$ cat config.mk
export PLATFORM = sky130hd
export DESIGN_NAME = branch_predict_ctrl_flat
export DESIGN_NICKNAME = d
export VERILOG_FILES = /design/src/rtl/branch_predict_ctrl_if.sv /design/src/rtl/branch_predict_ctrl.sv /design/src/flat_wrapper.sv
export SDC_FILE = /design/constraint.sdc
export NUM_CORES = 1
export LEC_CHECK = 0
export CAP_MARGIN = 0
export CORE_MARGIN = 2
export CORE_UTILIZATION = 30
export DETAILED_ROUTE_END_ITERATION = 10
export PLACE_DENSITY_LB_ADDON = 0.3
export SLEW_MARGIN = 20
export SYNTH_ARGS = -nofsm -noshare
export SYNTH_HDL_FRONTEND = slang
export SYNTH_SLANG_ARGS = --single-unit
$ cat constraint.sdc
create_clock -name i_clk -period 2.4 [get_ports i_clk]
set_input_delay 0.36 -clock i_clk [delete_from_list [all_inputs] [get_ports i_clk]]
set_output_delay 0.36 -clock i_clk [all_outputs]
set_load 0.01 [all_outputs]
$ cat src/rtl/branch_predict_ctrl_if.sv
// rtl/branch_predict_ctrl_if.sv - redirect/flush channel between predictor and front end
interface branch_predict_ctrl_if #(
    parameter int XLEN = 32
);
    logic            o_redirect_valid;
    logic [XLEN-1:0] o_redirect_pc;
    logic            i_redirect_ready;
    logic            o_flush;

    modport master (
        output o_redirect_valid,
        output o_redirect_pc,
        output o_flush,
        input  i_redirect_ready
    );

    modport slave (
        input  o_redirect_valid,
        input  o_redirect_pc,
        input  o_flush,
        output i_redirect_ready
    );
endinterface

$ cat src/rtl/branch_predict_ctrl.sv
// rtl/branch_predict_ctrl.sv - 2-bit counter direction predictor with mispredict redirect FSM
module branch_predict_ctrl #(
    parameter int XLEN    = 32,
    parameter int ENTRIES = 16
) (
    input  logic                        i_clk,
    input  logic                        i_rst,
    input  logic [XLEN-1:0]             i_f_pc,
    output logic                        o_f_pred_take,
    input  logic                        i_ex_valid,
    input  logic [XLEN-1:0]             i_ex_pc,
    input  logic                        i_ex_pred_take,
    input  logic                        i_ex_take,
    input  logic [XLEN-1:0]             i_ex_target,
    branch_predict_ctrl_if.master       rd,
    output logic [31:0]                 o_br_count,
    output logic [31:0]                 o_mp_count
);
    localparam int IDX_W = $clog2(ENTRIES);

    typedef enum logic {IDLE, PEND} state_t;

    state_t           state;
    logic [1:0]       cnt_tbl [ENTRIES];
    logic [IDX_W-1:0] f_idx;
    logic [IDX_W-1:0] ex_idx;
    logic             unused_pc_bits;

    assign f_idx          = i_f_pc[IDX_W+1:2];
    assign ex_idx         = i_ex_pc[IDX_W+1:2];
    assign o_f_pred_take  = cnt_tbl[f_idx][1];
    assign unused_pc_bits = ^{i_f_pc[XLEN-1:IDX_W+2], i_f_pc[1:0], i_ex_pc[1:0]};

    always_ff @(posedge i_clk) begin
        if (i_rst) begin
            for (int i = 0; i < ENTRIES; i++) begin
                cnt_tbl[i] <= 2'b01;
            end
            state               <= IDLE;
            rd.o_redirect_valid <= 1'b0;
            rd.o_redirect_pc    <= '0;
            rd.o_flush          <= 1'b0;
            o_br_count          <= '0;
            o_mp_count          <= '0;
        end else begin
            case (state)
                IDLE: begin
                    rd.o_flush <= 1'b0;
                    if (i_ex_valid) begin
                        if (i_ex_take) begin
                            if (cnt_tbl[ex_idx] != 2'b11) cnt_tbl[ex_idx] <= cnt_tbl[ex_idx] + 2'b01;
                        end else begin
                            if (cnt_tbl[ex_idx] != 2'b00) cnt_tbl[ex_idx] <= cnt_tbl[ex_idx] - 2'b01;
                        end
                        if (o_br_count != 32'hFFFF_FFFF) o_br_count <= o_br_count + 32'd1;
                        if (i_ex_take != i_ex_pred_take) begin
                            if (o_mp_count != 32'hFFFF_FFFF) o_mp_count <= o_mp_count + 32'd1;
                            rd.o_redirect_pc    <= i_ex_take ? i_ex_target : i_ex_pc + XLEN'(4);
                            rd.o_redirect_valid <= 1'b1;
                            rd.o_flush          <= 1'b1;
                            state               <= PEND;
                        end
                    end
                end
                PEND: begin
                    // Flush is raised on PEND entry only; any ex_valid here is wrong-path.
                    rd.o_flush <= 1'b0;
                    if (rd.i_redirect_ready) begin
                        rd.o_redirect_valid <= 1'b0;
                        state               <= IDLE;
                    end
                end
                default: state <= IDLE;
            endcase
        end
    end
endmodule

$ cat src/flat_wrapper.sv
// flat-port wrapper written by rule: the top's interface ports become plain ports
module branch_predict_ctrl_flat 
#(
    parameter int XLEN    = 32,
    parameter int ENTRIES = 16
)
  (i_clk, i_rst, i_f_pc, o_f_pred_take, i_ex_valid, i_ex_pc, i_ex_pred_take, i_ex_take, i_ex_target, o_br_count, o_mp_count, rd_o_redirect_valid, rd_o_redirect_pc, rd_o_flush, rd_i_redirect_ready);
  branch_predict_ctrl_if #(.XLEN(XLEN)) rd_i ();
  input  logic i_clk;
  input  logic i_rst;
  input  logic [XLEN-1:0] i_f_pc;
  output logic o_f_pred_take;
  input  logic i_ex_valid;
  input  logic [XLEN-1:0] i_ex_pc;
  input  logic i_ex_pred_take;
  input  logic i_ex_take;
  input  logic [XLEN-1:0] i_ex_target;
  output logic [31:0] o_br_count;
  output logic [31:0] o_mp_count;
  output wire logic [$bits(rd_i.o_redirect_valid)-1:0] rd_o_redirect_valid;
  output wire logic [$bits(rd_i.o_redirect_pc)-1:0] rd_o_redirect_pc;
  output wire logic [$bits(rd_i.o_flush)-1:0] rd_o_flush;
  input wire logic [$bits(rd_i.i_redirect_ready)-1:0] rd_i_redirect_ready;
  assign rd_o_redirect_valid = rd_i.o_redirect_valid;
  assign rd_o_redirect_pc = rd_i.o_redirect_pc;
  assign rd_o_flush = rd_i.o_flush;
  assign rd_i.i_redirect_ready = rd_i_redirect_ready;
  branch_predict_ctrl #(.XLEN(XLEN), .ENTRIES(ENTRIES)) u_core (.i_clk(i_clk), .i_rst(i_rst), .i_f_pc(i_f_pc), .o_f_pred_take(o_f_pred_take), .i_ex_valid(i_ex_valid), .i_ex_pc(i_ex_pc), .i_ex_pred_take(i_ex_pred_take), .i_ex_take(i_ex_take), .i_ex_target(i_ex_target), .rd(rd_i), .o_br_count(o_br_count), .o_mp_count(o_mp_count));
endmodule
==> results by group <==
Global routing
  • GR peak layer: met2
  • Global Route Usage Sum: about 18%
  • Vias in the first global route: 6,351
  • Met1 demand-to-capacity share in global routing: 22.8%
  • Met2 Use GR: between 20% and 30%
  • Wire length of the first global-routing pass: 33.8 mm
  • Fraction of met3 tracks used by global routing: 4.46%
  • Maximum number of pins on one net before global-route repair: 89
  • Initial antenna violation count: 0
  • GRT Residual Overflow: 0

Logic synthesis
  • FF+latch count, synth: between 100 and 150
  • Cell area after synthesis: roughly 0.007 mm²
  • Mapped Cells: 792
  • Area share of the leading cell type in the synthesized netlist: 27.9%
  • Register area share after synthesis: 41.5%
  • YS warnings: 0
  • Ranking of synthesized cells by area: sky130_fd_sc_hd__dfxtp_1 (28%), sky130_fd_sc_hd__edfxtp_1 (14%), sky130_fd_sc_hd__xor2_1 (5.1%)
  • Number of synthesized flops with an enable pin: 32
  • Post-synthesis area per instance: 8.96 µm²
  • Cell accounting for the most synthesized area: sky130_fd_sc_hd__dfxtp_1
  • Number of distinct library cells after synthesis: 61
  • Share of synthesized flip-flops with an asynchronous set or reset: 0%
  • Main flop type after synthesis: sky130_fd_sc_hd__dfxtp_1
  • Mapped Nets: 900

Clock tree
  • Total number of H-tree levels: 4
  • Clock tree from TritonCTS: built
  • Clock slew at reported path FFs: 0.06 ns
  • Num CTS Buffers: 17
  • Clock latency on the worst-skew pair: approximately 0.4 ns
  • Bufs on Longest Clock Path: 2
  • CTS sink count: 131
  • Clk Tree Root Cell: sky130_fd_sc_hd__clkbuf_16

Die
  • IO Count: 201
  • Total Die Area: 0.0249 mm²
  • Area of the core: 0.0233 mm²
  • Number of rows in the core area: 56
  • Horiz. Die Dim: 158 µm
  • Vertical die dimension: around 160 µm
  • Starting density of the core: 30.4%

Place
  • DP Cell Count: about 1,300
  • Placed wire-length estimate: about 16 mm
  • Cell area after placement: 0.00959 mm²
  • Port Buffer Count: 172
  • Routability congestion estimate: 0.865

Job
  • Max_cap viols: 0

STA
  • Period minus WS final: 2.33 ns
  • Final Max Tran Viols: 0
  • Number of endpoints failing setup at the final stage: 0
  • Final number of hold-violating endpoints: 0
  • Slew Limit Headroom: between 60 and 70%
  • Layout Skew: around 0.0085 ns
  • Tightest Pin Transition: 0.518 ns
  • Share of the cycle needed by the critical path after routing: 97.2%
  • Max Freq: between 0.4 and 0.5 GHz
  • RSZ-0062 raised after global routing: no
  • Hold Worst Slack: 0.455 ns

Route
  • Number of optimization iterations in the first detailed-route pass: 5
  • Total via count after detailed routing: 6,597
  • Residual DRC: 0
  • First-iteration detailed-routing DRC count: 383
  • Avg WL per Cell: 16.1 µm
  • Routed via count divided by cell count: 4.91
  • Number of nets still failing antenna checks after routing: 0
  • Sum of routed wire length over all layers: 21.6 mm

Setup path
  • Critical Path Sink Type: register
  • Critical Path Fanout Max: 15
  • Startpoint Class: input port
  • Crit path arrival time: between 2 and 2.5 ns
  • Worst Path Required: 2.51 ns
  • Crit Path Category: in -> reg

Cells and area
  • Post-route design area: 0.0103 mm²
  • Layout overhead on the synthesized area: 44.8%
  • Fill cells: 2,266
  • Number of nets in the layout: 1,120
  • Layout Cells excl Fill: 1,344
  • Layout cell share with drive strength beyond 1: between 10% and 20%
  • Antenna Diode Count: 0

Power and ir drop
  • Leak Pwr: 3.47 nW
  • Worst IR drop on VDD: around 350 µV
  • Power density over the cells: 559 mW/mm²

Worst hold path
  • Worst hold path class: reg -> reg

Run status
  • Result of the run: complete, no violations
-- synth_stat cells, drive strengths merged (13+ instances only) --
master,instances
nand2,80
nand4,26
a21oi,33
clkbuf,32
or3,19
mux2i,14
mux4,13
nor2,96
nor3,22
xor2,41
edfxtp,32
dfxtp,99
o21bai,17
inv,17
and3,19
o21ai,35
nand3,56
xnor2,34
-- critical path, cell delays in order --
cell	delay, ns
sky130_fd_sc_hd__clkdlybuf4s15_1	0.25
sky130_fd_sc_hd__bufbuf_16	0.29
sky130_fd_sc_hd__mux4_2	0.53
sky130_fd_sc_hd__mux2i_4	0.19
sky130_fd_sc_hd__nor2_2	0.08
sky130_fd_sc_hd__a211oi_4	0.30
sky130_fd_sc_hd__nor2_4	0.08
sky130_fd_sc_hd__buf_12	0.17
sky130_fd_sc_hd__o21bai_2	0.18
-- power by group --
part	internal (W)	total (W)	leakage (nW)	switching, W
registers	0.00232	0.00236	1.08	0.0000447
logic	0.000398	0.000772	2.11	0.000374
clock network	0.00154	0.00260	0.281	0.00106
total	0.00426	0.00574	3.47	0.00148
-- cell families after synthesis --
kind of cell | Yosys count | share of synthesized area (%)
DFF | 131 | 41.5
and+or+nand+nor | 373 | 26.4
AOI/OAI and AO/OA | 119 | 11.4
adders and majority gates | 6 | 1.06
buffers and inverters | 60 | 3.42
xor gates and xnor gates | 75 | 9.26
muxes | 28 | 6.97
-- layer usage --
metal	wire [µm]	vias up	share of wire (%)
li1	-	3273	-
met1	9780	3109	45
met2	10200	192	47
met3	1300	23	6.0
met4	331	0	1.5
met5	0	-	0
-- final timing paths --
check | start | end | slack (ns) | cells past startpoint
setup / recovery | i_ex_pc[3] | u_core.cnt_tbl[13][0] | 0.07 | 9
hold / removal | u_core.rd.o_redirect_pc[23] | u_core.rd.o_redirect_pc[23] | 0.45 | 2
setup reg to reg | u_core.cnt_tbl[12][1] | u_core.cnt_tbl[13][0] | 0.11 | 7
hold reg to reg | u_core.rd.o_redirect_pc[23] | u_core.rd.o_redirect_pc[23] | 0.45 | 2
-- area by class of cell --
type	count	area [µm²]	area share, %
well taps	319	399	3.89
repair buffers	244	2330	22.7
clock inverters	14	155	1.51
inverters	17	63.8	0.621
flip-flops and latches	131	2940	28.6
clock buffers	18	429	4.18
multi-input cells	601	3950	38.5
-- layout by cell type (no fill, tap or decap), types with 3 or more instances in the layout --
master                            synthesis  routed
sky130_fd_sc_hd__clkdlybuf4s50_1          0     167
sky130_fd_sc_hd__dfxtp_1                 99      99
sky130_fd_sc_hd__nor2_1                  94      93
sky130_fd_sc_hd__nand2_1                 80      80
sky130_fd_sc_hd__buf_4                    1      66
sky130_fd_sc_hd__nand3_1                 56      56
sky130_fd_sc_hd__xor2_1                  41      41
sky130_fd_sc_hd__xnor2_1                 34      34
sky130_fd_sc_hd__a21oi_1                 32      32
sky130_fd_sc_hd__edfxtp_1                32      32
sky130_fd_sc_hd__o21ai_0                 28      28
sky130_fd_sc_hd__nand4_1                 26      26
sky130_fd_sc_hd__nor3_1                  21      20
sky130_fd_sc_hd__and3_1                  19      19
sky130_fd_sc_hd__or3_1                   19      19
sky130_fd_sc_hd__clkbuf_16                0      17
sky130_fd_sc_hd__inv_1                   16      16
sky130_fd_sc_hd__o21bai_2                10      16
sky130_fd_sc_hd__mux4_2                  13      13
sky130_fd_sc_hd__a31oi_1                 11      11
sky130_fd_sc_hd__nor3b_1                 10      10
sky130_fd_sc_hd__mux2i_1                 10      10
sky130_fd_sc_hd__nand2b_1                 9       9
sky130_fd_sc_hd__and4_1                   7       7
sky130_fd_sc_hd__nor4_1                   7       7
sky130_fd_sc_hd__o21ai_1                  7       7
sky130_fd_sc_hd__nor2b_1                  6       6
sky130_fd_sc_hd__ha_1                     6       6
sky130_fd_sc_hd__and2_1                   5       5
sky130_fd_sc_hd__clkinv_4                 0       5
sky130_fd_sc_hd__mux2i_4                  4       4
sky130_fd_sc_hd__o211ai_1                 4       4
sky130_fd_sc_hd__a211oi_1                 4       4
sky130_fd_sc_hd__buf_12                   0       4
sky130_fd_sc_hd__inv_6                    0       3
-- sequential cells by signal, indices dropped and copies added, names as in the netlist --
register / count
u_core.o_br_count: 32
u_core.rd.o_flush: 1
u_core.rd.o_redirect_pc: 32
u_core.rd.o_redirect_valid: 1
u_core.o_mp_count: 32
u_core.state: 1
u_core.cnt_tbl: 32
-- per-stage QoR --
| stage | setup TNS, ns | setup slack [ns] | power (W) | util [%] |
|---|---|---|---|---|
| after CTS | 0 | 0.0666 | 0.00581 | 44.0 |
| final | 0 | 0.0662 | 0.00574 | 44.0 |
| after floorplan | 0 | 0.0316 | 0.00276 | - |
| after global routing | 0 | 0.0135 | 0.00598 | 44.0 |
| after detailed placement | -36.29 | -0.648 | 0.00317 | 41.1 |
| after global placement | -33.87 | -0.606 | 0.00316 | 41.1 |
-- timing repair --
item	in CTS	in global routing
hold buffers	0	0
resized for setup	14	3
cloned	1	0
pin swaps	2	0
endpoints found under the setup margin	49	31
buffers inserted	2	0
No activity file was read; power rests on OpenSTA's default activity.
